$ cat config.mk
export PLATFORM = sky130hd
export DESIGN_NAME = mdio_arb
export DESIGN_NICKNAME = d
export VERILOG_FILES = /design/src/rtl/mdio_arb.sv
export SDC_FILE = /design/constraint.sdc
export NUM_CORES = 1
export LEC_CHECK = 0
export ABC_AREA = 1
export BUFFER_PORTS_ARGS = -buffer_cell sky130_fd_sc_hd__buf_2
export CORE_MARGIN = 3
export CORE_UTILIZATION = 49
export CTS_CLUSTER_DIAMETER = 80
export DETAILED_ROUTE_END_ITERATION = 10
export GPL_ROUTABILITY_DRIVEN = 0
export GPL_TIMING_DRIVEN = 0
export PLACE_DENSITY_LB_ADDON = 0.05
export RECOVER_POWER = 100
export SLEW_MARGIN = 40
export SYNTH_ARGS = -nofsm -noshare
export SYNTH_HDL_FRONTEND = slang
export SYNTH_SLANG_ARGS = --single-unit
$ cat constraint.sdc
create_clock -name clk -period 2.1 [get_ports clk]
set_input_delay 0.42 -clock clk [delete_from_list [all_inputs] [get_ports clk]]
set_output_delay 0.42 -clock clk [all_outputs]
set_load 0.01 [all_outputs]
$ cat src/rtl/mdio_arb.sv
// mdio_arb: round-robin arbiter and sequencer that shares one MDIO bit-level
// driver between NUM_REQ requesters. One PHY register read or write is in
// flight at a time. The block returns the read data and ack status to the
// requester that issued the operation.
//
// Optional feature macro: MDIO_ARB_TIMEOUT_EN
//   When defined, a watchdog aborts an operation whose op_done has not arrived
//   TIMEOUT_CYC cycles after op_exec. The response then reports
//   rsp_timeout = 1, rsp_ack = 1 and rsp_rd_data = 16'hFFFF.
//   When undefined, WAIT exits only on op_done and rsp_timeout stays 0.
//
// Ports:
//   clk, rst_n        system clock; synchronous active-low reset
//   req_valid/rh_wl   per-requester request (1 = read) held until req_ready
//   req_addr          5 bits per requester, requester i at [5i+4:5i]
//   req_wr_data       16 bits per requester, requester i at [16i+15:16i]
//   req_ready         one-hot, one-cycle accept pulse
//   rsp_valid         one-hot, one-cycle completion pulse
//   rsp_rd_data/ack   read data and ack status (0 = acked), valid with rsp_valid
//   rsp_timeout       operation aborted by the watchdog, valid with rsp_valid
//   busy              high whenever the sequencer is not in IDLE
//   op_*              command to the MDIO driver; op_exec is a one-cycle start
//   op_done/rd_data/rd_ack  completion from the MDIO driver
module mdio_arb #(
  parameter int NUM_REQ     = 3,
  parameter int TIMEOUT_CYC = 262144
) (
  input  logic                  clk,
  input  logic                  rst_n,
  input  logic [NUM_REQ-1:0]    req_valid,
  input  logic [NUM_REQ-1:0]    req_rh_wl,
  input  logic [5*NUM_REQ-1:0]  req_addr,
  input  logic [16*NUM_REQ-1:0] req_wr_data,
  output logic [NUM_REQ-1:0]    req_ready,
  output logic [NUM_REQ-1:0]    rsp_valid,
  output logic [15:0]           rsp_rd_data,
  output logic                  rsp_ack,
  output logic                  rsp_timeout,
  output logic                  busy,
  output logic                  op_exec,
  output logic                  op_rh_wl,
  output logic [4:0]            op_addr,
  output logic [15:0]           op_wr_data,
  input  logic                  op_done,
  input  logic [15:0]           op_rd_data,
  input  logic                  op_rd_ack
);

  localparam int IW = (NUM_REQ > 2) ? $clog2(NUM_REQ) : 1;
  localparam logic [IW-1:0]      LAST_IDX = IW'(NUM_REQ - 1);
  localparam logic [IW-1:0]      ONE_IDX  = IW'(1);
  localparam logic [NUM_REQ-1:0] ONE_HOT0 = {{(NUM_REQ-1){1'b0}}, 1'b1};

  typedef enum logic [2:0] {
    IDLE  = 3'd0,
    GRANT = 3'd1,
    ISSUE = 3'd2,
    WAIT  = 3'd3,
    RESP  = 3'd4
  } state_t;

  state_t             state, state_nxt;
  logic [IW-1:0]      ptr, ptr_nxt;
  logic [IW-1:0]      win, win_nxt;
  logic [IW-1:0]      sel;
  logic               lat_rh_wl, lat_rh_wl_nxt;
  logic [4:0]         lat_addr, lat_addr_nxt;
  logic [15:0]        lat_wr_data, lat_wr_data_nxt;
  logic [NUM_REQ-1:0] req_ready_nxt, rsp_valid_nxt;
  logic [15:0]        rsp_rd_data_nxt;
  logic               rsp_ack_nxt, rsp_timeout_nxt, busy_nxt;
  logic               op_exec_nxt, op_rh_wl_nxt;
  logic [4:0]         op_addr_nxt;
  logic [15:0]        op_wr_data_nxt;
  logic [4:0]         addr_arr [NUM_REQ];
  logic [15:0]        wdat_arr [NUM_REQ];

`ifdef MDIO_ARB_TIMEOUT_EN
  localparam logic [19:0] WD_LAST = 20'(TIMEOUT_CYC - 1);
  logic [19:0] wd_cnt, wd_cnt_nxt;
`endif

  // First set bit at or above p, wrapping; the k = 0 candidate is checked
  // last so it overrides any later-in-rotation match.
  function automatic logic [IW-1:0] rr_pick(input logic [NUM_REQ-1:0] v,
                                            input logic [IW-1:0] p);
    logic [IW-1:0] idx;
    logic [IW-1:0] pick;
    pick = p;
    for (int k = NUM_REQ - 1; k >= 0; k--) begin
      if (int'(p) + k >= NUM_REQ) idx = IW'(int'(p) + k - NUM_REQ);
      else                        idx = IW'(int'(p) + k);
      if (v[idx]) pick = idx;
    end
    return pick;
  endfunction

  genvar g;
  for (g = 0; g < NUM_REQ; g++) begin : g_unpack
    assign addr_arr[g] = req_addr[5*g +: 5];
    assign wdat_arr[g] = req_wr_data[16*g +: 16];
  end

  assign sel = rr_pick(req_valid, ptr);

  // Next-state and next-output logic for the sequencer.
  always_comb begin
    state_nxt       = state;
    ptr_nxt         = ptr;
    win_nxt         = win;
    lat_rh_wl_nxt   = lat_rh_wl;
    lat_addr_nxt    = lat_addr;
    lat_wr_data_nxt = lat_wr_data;
    req_ready_nxt   = {NUM_REQ{1'b0}};
    rsp_valid_nxt   = {NUM_REQ{1'b0}};
    rsp_rd_data_nxt = rsp_rd_data;
    rsp_ack_nxt     = rsp_ack;
    rsp_timeout_nxt = rsp_timeout;
    op_exec_nxt     = 1'b0;
    op_rh_wl_nxt    = op_rh_wl;
    op_addr_nxt     = op_addr;
    op_wr_data_nxt  = op_wr_data;
`ifdef MDIO_ARB_TIMEOUT_EN
    wd_cnt_nxt      = wd_cnt;
`endif
    case (state)
      IDLE: begin
        if (|req_valid) begin
          win_nxt         = sel;
          req_ready_nxt   = ONE_HOT0 << sel;
          lat_rh_wl_nxt   = req_rh_wl[sel];
          lat_addr_nxt    = addr_arr[sel];
          lat_wr_data_nxt = wdat_arr[sel];
          state_nxt       = GRANT;
        end else begin
          state_nxt = IDLE;
        end
      end
      GRANT: begin
        op_rh_wl_nxt   = lat_rh_wl;
        op_addr_nxt    = lat_addr;
        op_wr_data_nxt = lat_wr_data;
        state_nxt      = ISSUE;
      end
      ISSUE: begin
        op_exec_nxt = 1'b1;
`ifdef MDIO_ARB_TIMEOUT_EN
        wd_cnt_nxt  = 20'd0;
`endif
        state_nxt   = WAIT;
      end
      WAIT: begin
        // op_done has priority over a coincident watchdog terminal count.
        if (op_done) begin
          rsp_rd_data_nxt = op_rd_data;
          rsp_ack_nxt     = op_rd_ack;
          rsp_timeout_nxt = 1'b0;
          rsp_valid_nxt   = ONE_HOT0 << win;
          state_nxt       = RESP;
        end
`ifdef MDIO_ARB_TIMEOUT_EN
        else if (wd_cnt == WD_LAST) begin
          rsp_rd_data_nxt = 16'hFFFF;
          rsp_ack_nxt     = 1'b1;
          rsp_timeout_nxt = 1'b1;
          rsp_valid_nxt   = ONE_HOT0 << win;
          state_nxt       = RESP;
        end else begin
          wd_cnt_nxt = wd_cnt + 20'd1;
        end
`else
        else begin
          state_nxt = WAIT;
        end
`endif
      end
      RESP: begin
        // rsp_valid is already high this cycle; advance the rotation.
        ptr_nxt   = (win == LAST_IDX) ? {IW{1'b0}} : win + ONE_IDX;
        state_nxt = IDLE;
      end
      default: begin
        state_nxt = IDLE;
      end
    endcase
    busy_nxt = (state_nxt != IDLE);
  end

  // State and registered outputs; reset abandons any operation in flight.
  always_ff @(posedge clk) begin
    if (!rst_n) begin
      state       <= IDLE;
      ptr         <= {IW{1'b0}};
      win         <= {IW{1'b0}};
      lat_rh_wl   <= 1'b0;
      lat_addr    <= 5'd0;
      lat_wr_data <= 16'd0;
      req_ready   <= {NUM_REQ{1'b0}};
      rsp_valid   <= {NUM_REQ{1'b0}};
      rsp_rd_data <= 16'd0;
      rsp_ack     <= 1'b0;
      rsp_timeout <= 1'b0;
      busy        <= 1'b0;
      op_exec     <= 1'b0;
      op_rh_wl    <= 1'b0;
      op_addr     <= 5'd0;
      op_wr_data  <= 16'd0;
`ifdef MDIO_ARB_TIMEOUT_EN
      wd_cnt      <= 20'd0;
`endif
    end else begin
      state       <= state_nxt;
      ptr         <= ptr_nxt;
      win         <= win_nxt;
      lat_rh_wl   <= lat_rh_wl_nxt;
      lat_addr    <= lat_addr_nxt;
      lat_wr_data <= lat_wr_data_nxt;
      req_ready   <= req_ready_nxt;
      rsp_valid   <= rsp_valid_nxt;
      rsp_rd_data <= rsp_rd_data_nxt;
      rsp_ack     <= rsp_ack_nxt;
      rsp_timeout <= rsp_timeout_nxt;
      busy        <= busy_nxt;
      op_exec     <= op_exec_nxt;
      op_rh_wl    <= op_rh_wl_nxt;
      op_addr     <= op_addr_nxt;
      op_wr_data  <= op_wr_data_nxt;
`ifdef MDIO_ARB_TIMEOUT_EN
      wd_cnt      <= wd_cnt_nxt;
`endif
    end
  end

endmodule

==> out/qor.yml <==
clock_network:
  clockRootBuffer: "clkbuf_8"
  cts_tree: "done"
  postCtsSetupBuffers: 0
  ctsLongestPathBuffers: 2
  cts_htree_levels: 3
  insertion_delay_ns: 0.34
  hold_buffers: 0
  cts.reportedPaths.clkPinSlew_ns: 0.08
  cts_sinks: 76
  cts-buffers-inserted: 9
timing:
  rsz0062_at_grt: "true"
  finalHoldViolations: 0
  final_max_slew_viol_count: 0
  fin_ws_ns: 0.127
  fin_crit_ns: 1.97
  period_share: 0.940
  setup_violations: 0
  fmax_mhz: 507
  worstMarginPinSlew_ns: 0.655
  finClkSkew_ns: 0.00765
  fin_hold_ws_ns: 0.293
  relSlewSlack: 0.561
detailed_routing:
  ant_nets: 0
  drt-initial-drc-count: 227
  avgViaCountPerCell: 4.97
  route.detailed.wl_per_inst_um: 12.9
  num_vias: 3907
  drc: 0
  wl_um: 10200
  dr.pass1.iters: 5
logic_synthesis:
  synth-seq-cells: 76
  synth.distinct_cells: 24
  netlist_area_um2: 3630
  synth_fp_nets: 633
  postSynthCellCount: 541
  avgSynthCellArea_um2: 6.70
  synth-seq-area-share: 0.419
  ys_warn_count: 0
global_routing:
  grt_pass1_wl_um: 16900
  grt_pass1_vias: 3684
  track_usage: 0.247
  grt.overflow.total: 0
  antenna_found_initial: 0
  grt_max_degree: 13
worst_setup_path:
  crit_fanout: 10
  cp_common_cell: "nor2_1"
  worstSetupPathType: "flop to flop"
  arrival_ns: 2.26
  worst-path-buf-inv: 3
  crit_path_end_kind: "flop"
  critPathSlowestCell: "clkbuf_1"
  critPathRequiredTime_ns: 2.38
  path_delay_family: "buffers and inverters"
  cpPeakStageDelay_ns: 0.43
  path_cells: "inv_1 -> ha_1 -> inv_2 -> a21oi_2 -> o21ai_4 -> clkbuf_1 -> nand3_1 -> nor2_1 -> nor2_1 -> a21oi_1"
  cp-start-kind: "flop"
placement:
  dp_cells: 772
  numPortBuffers: 135
  dp_hpwl_um: 7740
  place_ws_ns: -0.103
cells_and_area:
  syn_to_final_growth_pct: 27.3
  n_antenna_cell: 0
  fillers: 690
  finalNonFillerCells: 786
  utilization: 0.661
  final_common_cell: "buf_2"
  nNetsFinal: 779
  layout_common_cells: "92 x buf_2, 86 x nor2_1, 81 x inv_1, 79 x nand3_1, 74 x dfxtp_1"
  drive_gt1_frac: 0.197
power_and_ir_drop:
  combinationalPowerShare: 0.242
  p_per_area_nw_per_um2: 829
  p_int_mw: 2.63
  switchingPower_mw: 1.20
  seqPwrFrac: 0.453
  p_leak_nw: 2.24
  ir_drop_mv: 0.384
  swShare: 0.313
  power.total_mw: 3.83
  clkPwrFrac: 0.304
outcome:
  status: "complete, no violations"
die:
  ios: 137
  die_h_um: 92.0
  initial_core_util: 0.520
  fp.coreArea_um2: 6980
  dieArea_um2: 8470
  die_x_um: 92.0
  rows: 30
hold_path:
  hold_class: "input pin to flop"
run:
  cap_violations: 0
## worst paths after layout
path	startpoint	to	slack, ns	depth (start not counted)
worst max-delay path	ptr[1]	lat_wr_data[10]	0.13	10
worst min-delay path	op_rd_data[8]	rsp_rd_data[8]	0.29	3
worst max register to register	ptr[1]	lat_wr_data[10]	0.13	10
worst min register to register	op_wr_data[11]	op_wr_data[11]	0.45	2
## through the flow
step	cell area [µm²]	setup TNS, ns
2_1_floorplan	3630	0
3_3_place_gp	4420	-0.0729
3_5_place_dp	4420	-0.324
4_1_cts	4640	0
5_1_grt	4620	-0.0281
6_report	4620	0
## cell type report
cell class | instances | area [µm²] | share of cell area
tap | 96 | 120 | 0.0260
clock inverter | 5 | 78.8 | 0.0171
multi-input combinational | 345 | 1650 | 0.357
buffer | 33 | 179 | 0.0388
timing repair buffer | 135 | 616 | 0.133
inverter | 87 | 327 | 0.0708
sequential | 76 | 1520 | 0.330
clock buffer | 9 | 124 | 0.0268
## worst min-delay path, stage by stage
cell and delay [ns]:
buf_2 0.07, nor2_1 0.03, nor2_1 0.08
## routing by layer
layer	vias up	part of all wire	global-route usage
li1	2012	-	-
met1	1730	0.46	0.334
met2	153	0.46	0.396
met3	12	0.069	0.0541
met4	0	0.012	0.0730
met5	-	0	0
## kinds of logic after synthesis
family                     count (synthesis)  synth area share
and+or+nand+nor                          221             0.264
AOI/OAI and AO/OA                        120             0.171
buffers and inverters                    120             0.134
DFF                                       76             0.419
adders and majority gates                  3            0.0103
other                                      1           0.00103
## cell usage after synthesis
cell type	n	area share
a21oi_2	1	0.0024
nand3_2	1	0.0028
nand3_1	79	0.11
ha_1	3	0.010
dfxtp_1	76	0.42
a31oi_1	1	0.0017
o21ai_0	65	0.090
o21ai_1	1	0.0014
nor2_1	85	0.088
clkbuf_1	18	0.019
o21ai_4	1	0.0045
nand2_1	45	0.047
inv_1	83	0.086
a21oi_1	50	0.069
nand4_1	1	0.0017
inv_2	4	0.0041
nand2_2	5	0.0086
nor2_2	1	0.0017
conb_1	1	0.0010
buf_4	2	0.0041
buf_2	11	0.015
a41oi_1	1	0.0024
nor3_1	4	0.0055
buf_6	2	0.0062
## registers in the layout (all words and copies together) (netlist names)
register     flops
op_wr_data      16
lat_addr         5
win              2
req_ready        3
op_addr          5
state            3
op_rh_wl         1
lat_wr_data     16
rsp_valid        3
rsp_rd_data     16
busy             1
ptr              2
lat_rh_wl        1
op_exec          1
rsp_ack          1
## timing repair
item | CTS | global route
pin swaps | 0 | 1
resized for setup | 4 | 17
endpoints found under the setup margin | 22 | 25
## power groups by stage
stage	Sequential, mW	Clock [mW]	Combinational [mW]
floorplan	1.79	0	0.542
global placement	1.76	0	0.909
detailed placement	1.76	0	0.927
CTS	1.73	1.18	0.933
global route	1.76	1.25	1.06
finish	1.73	1.17	0.927
Power figures use the tool's default switching activity.
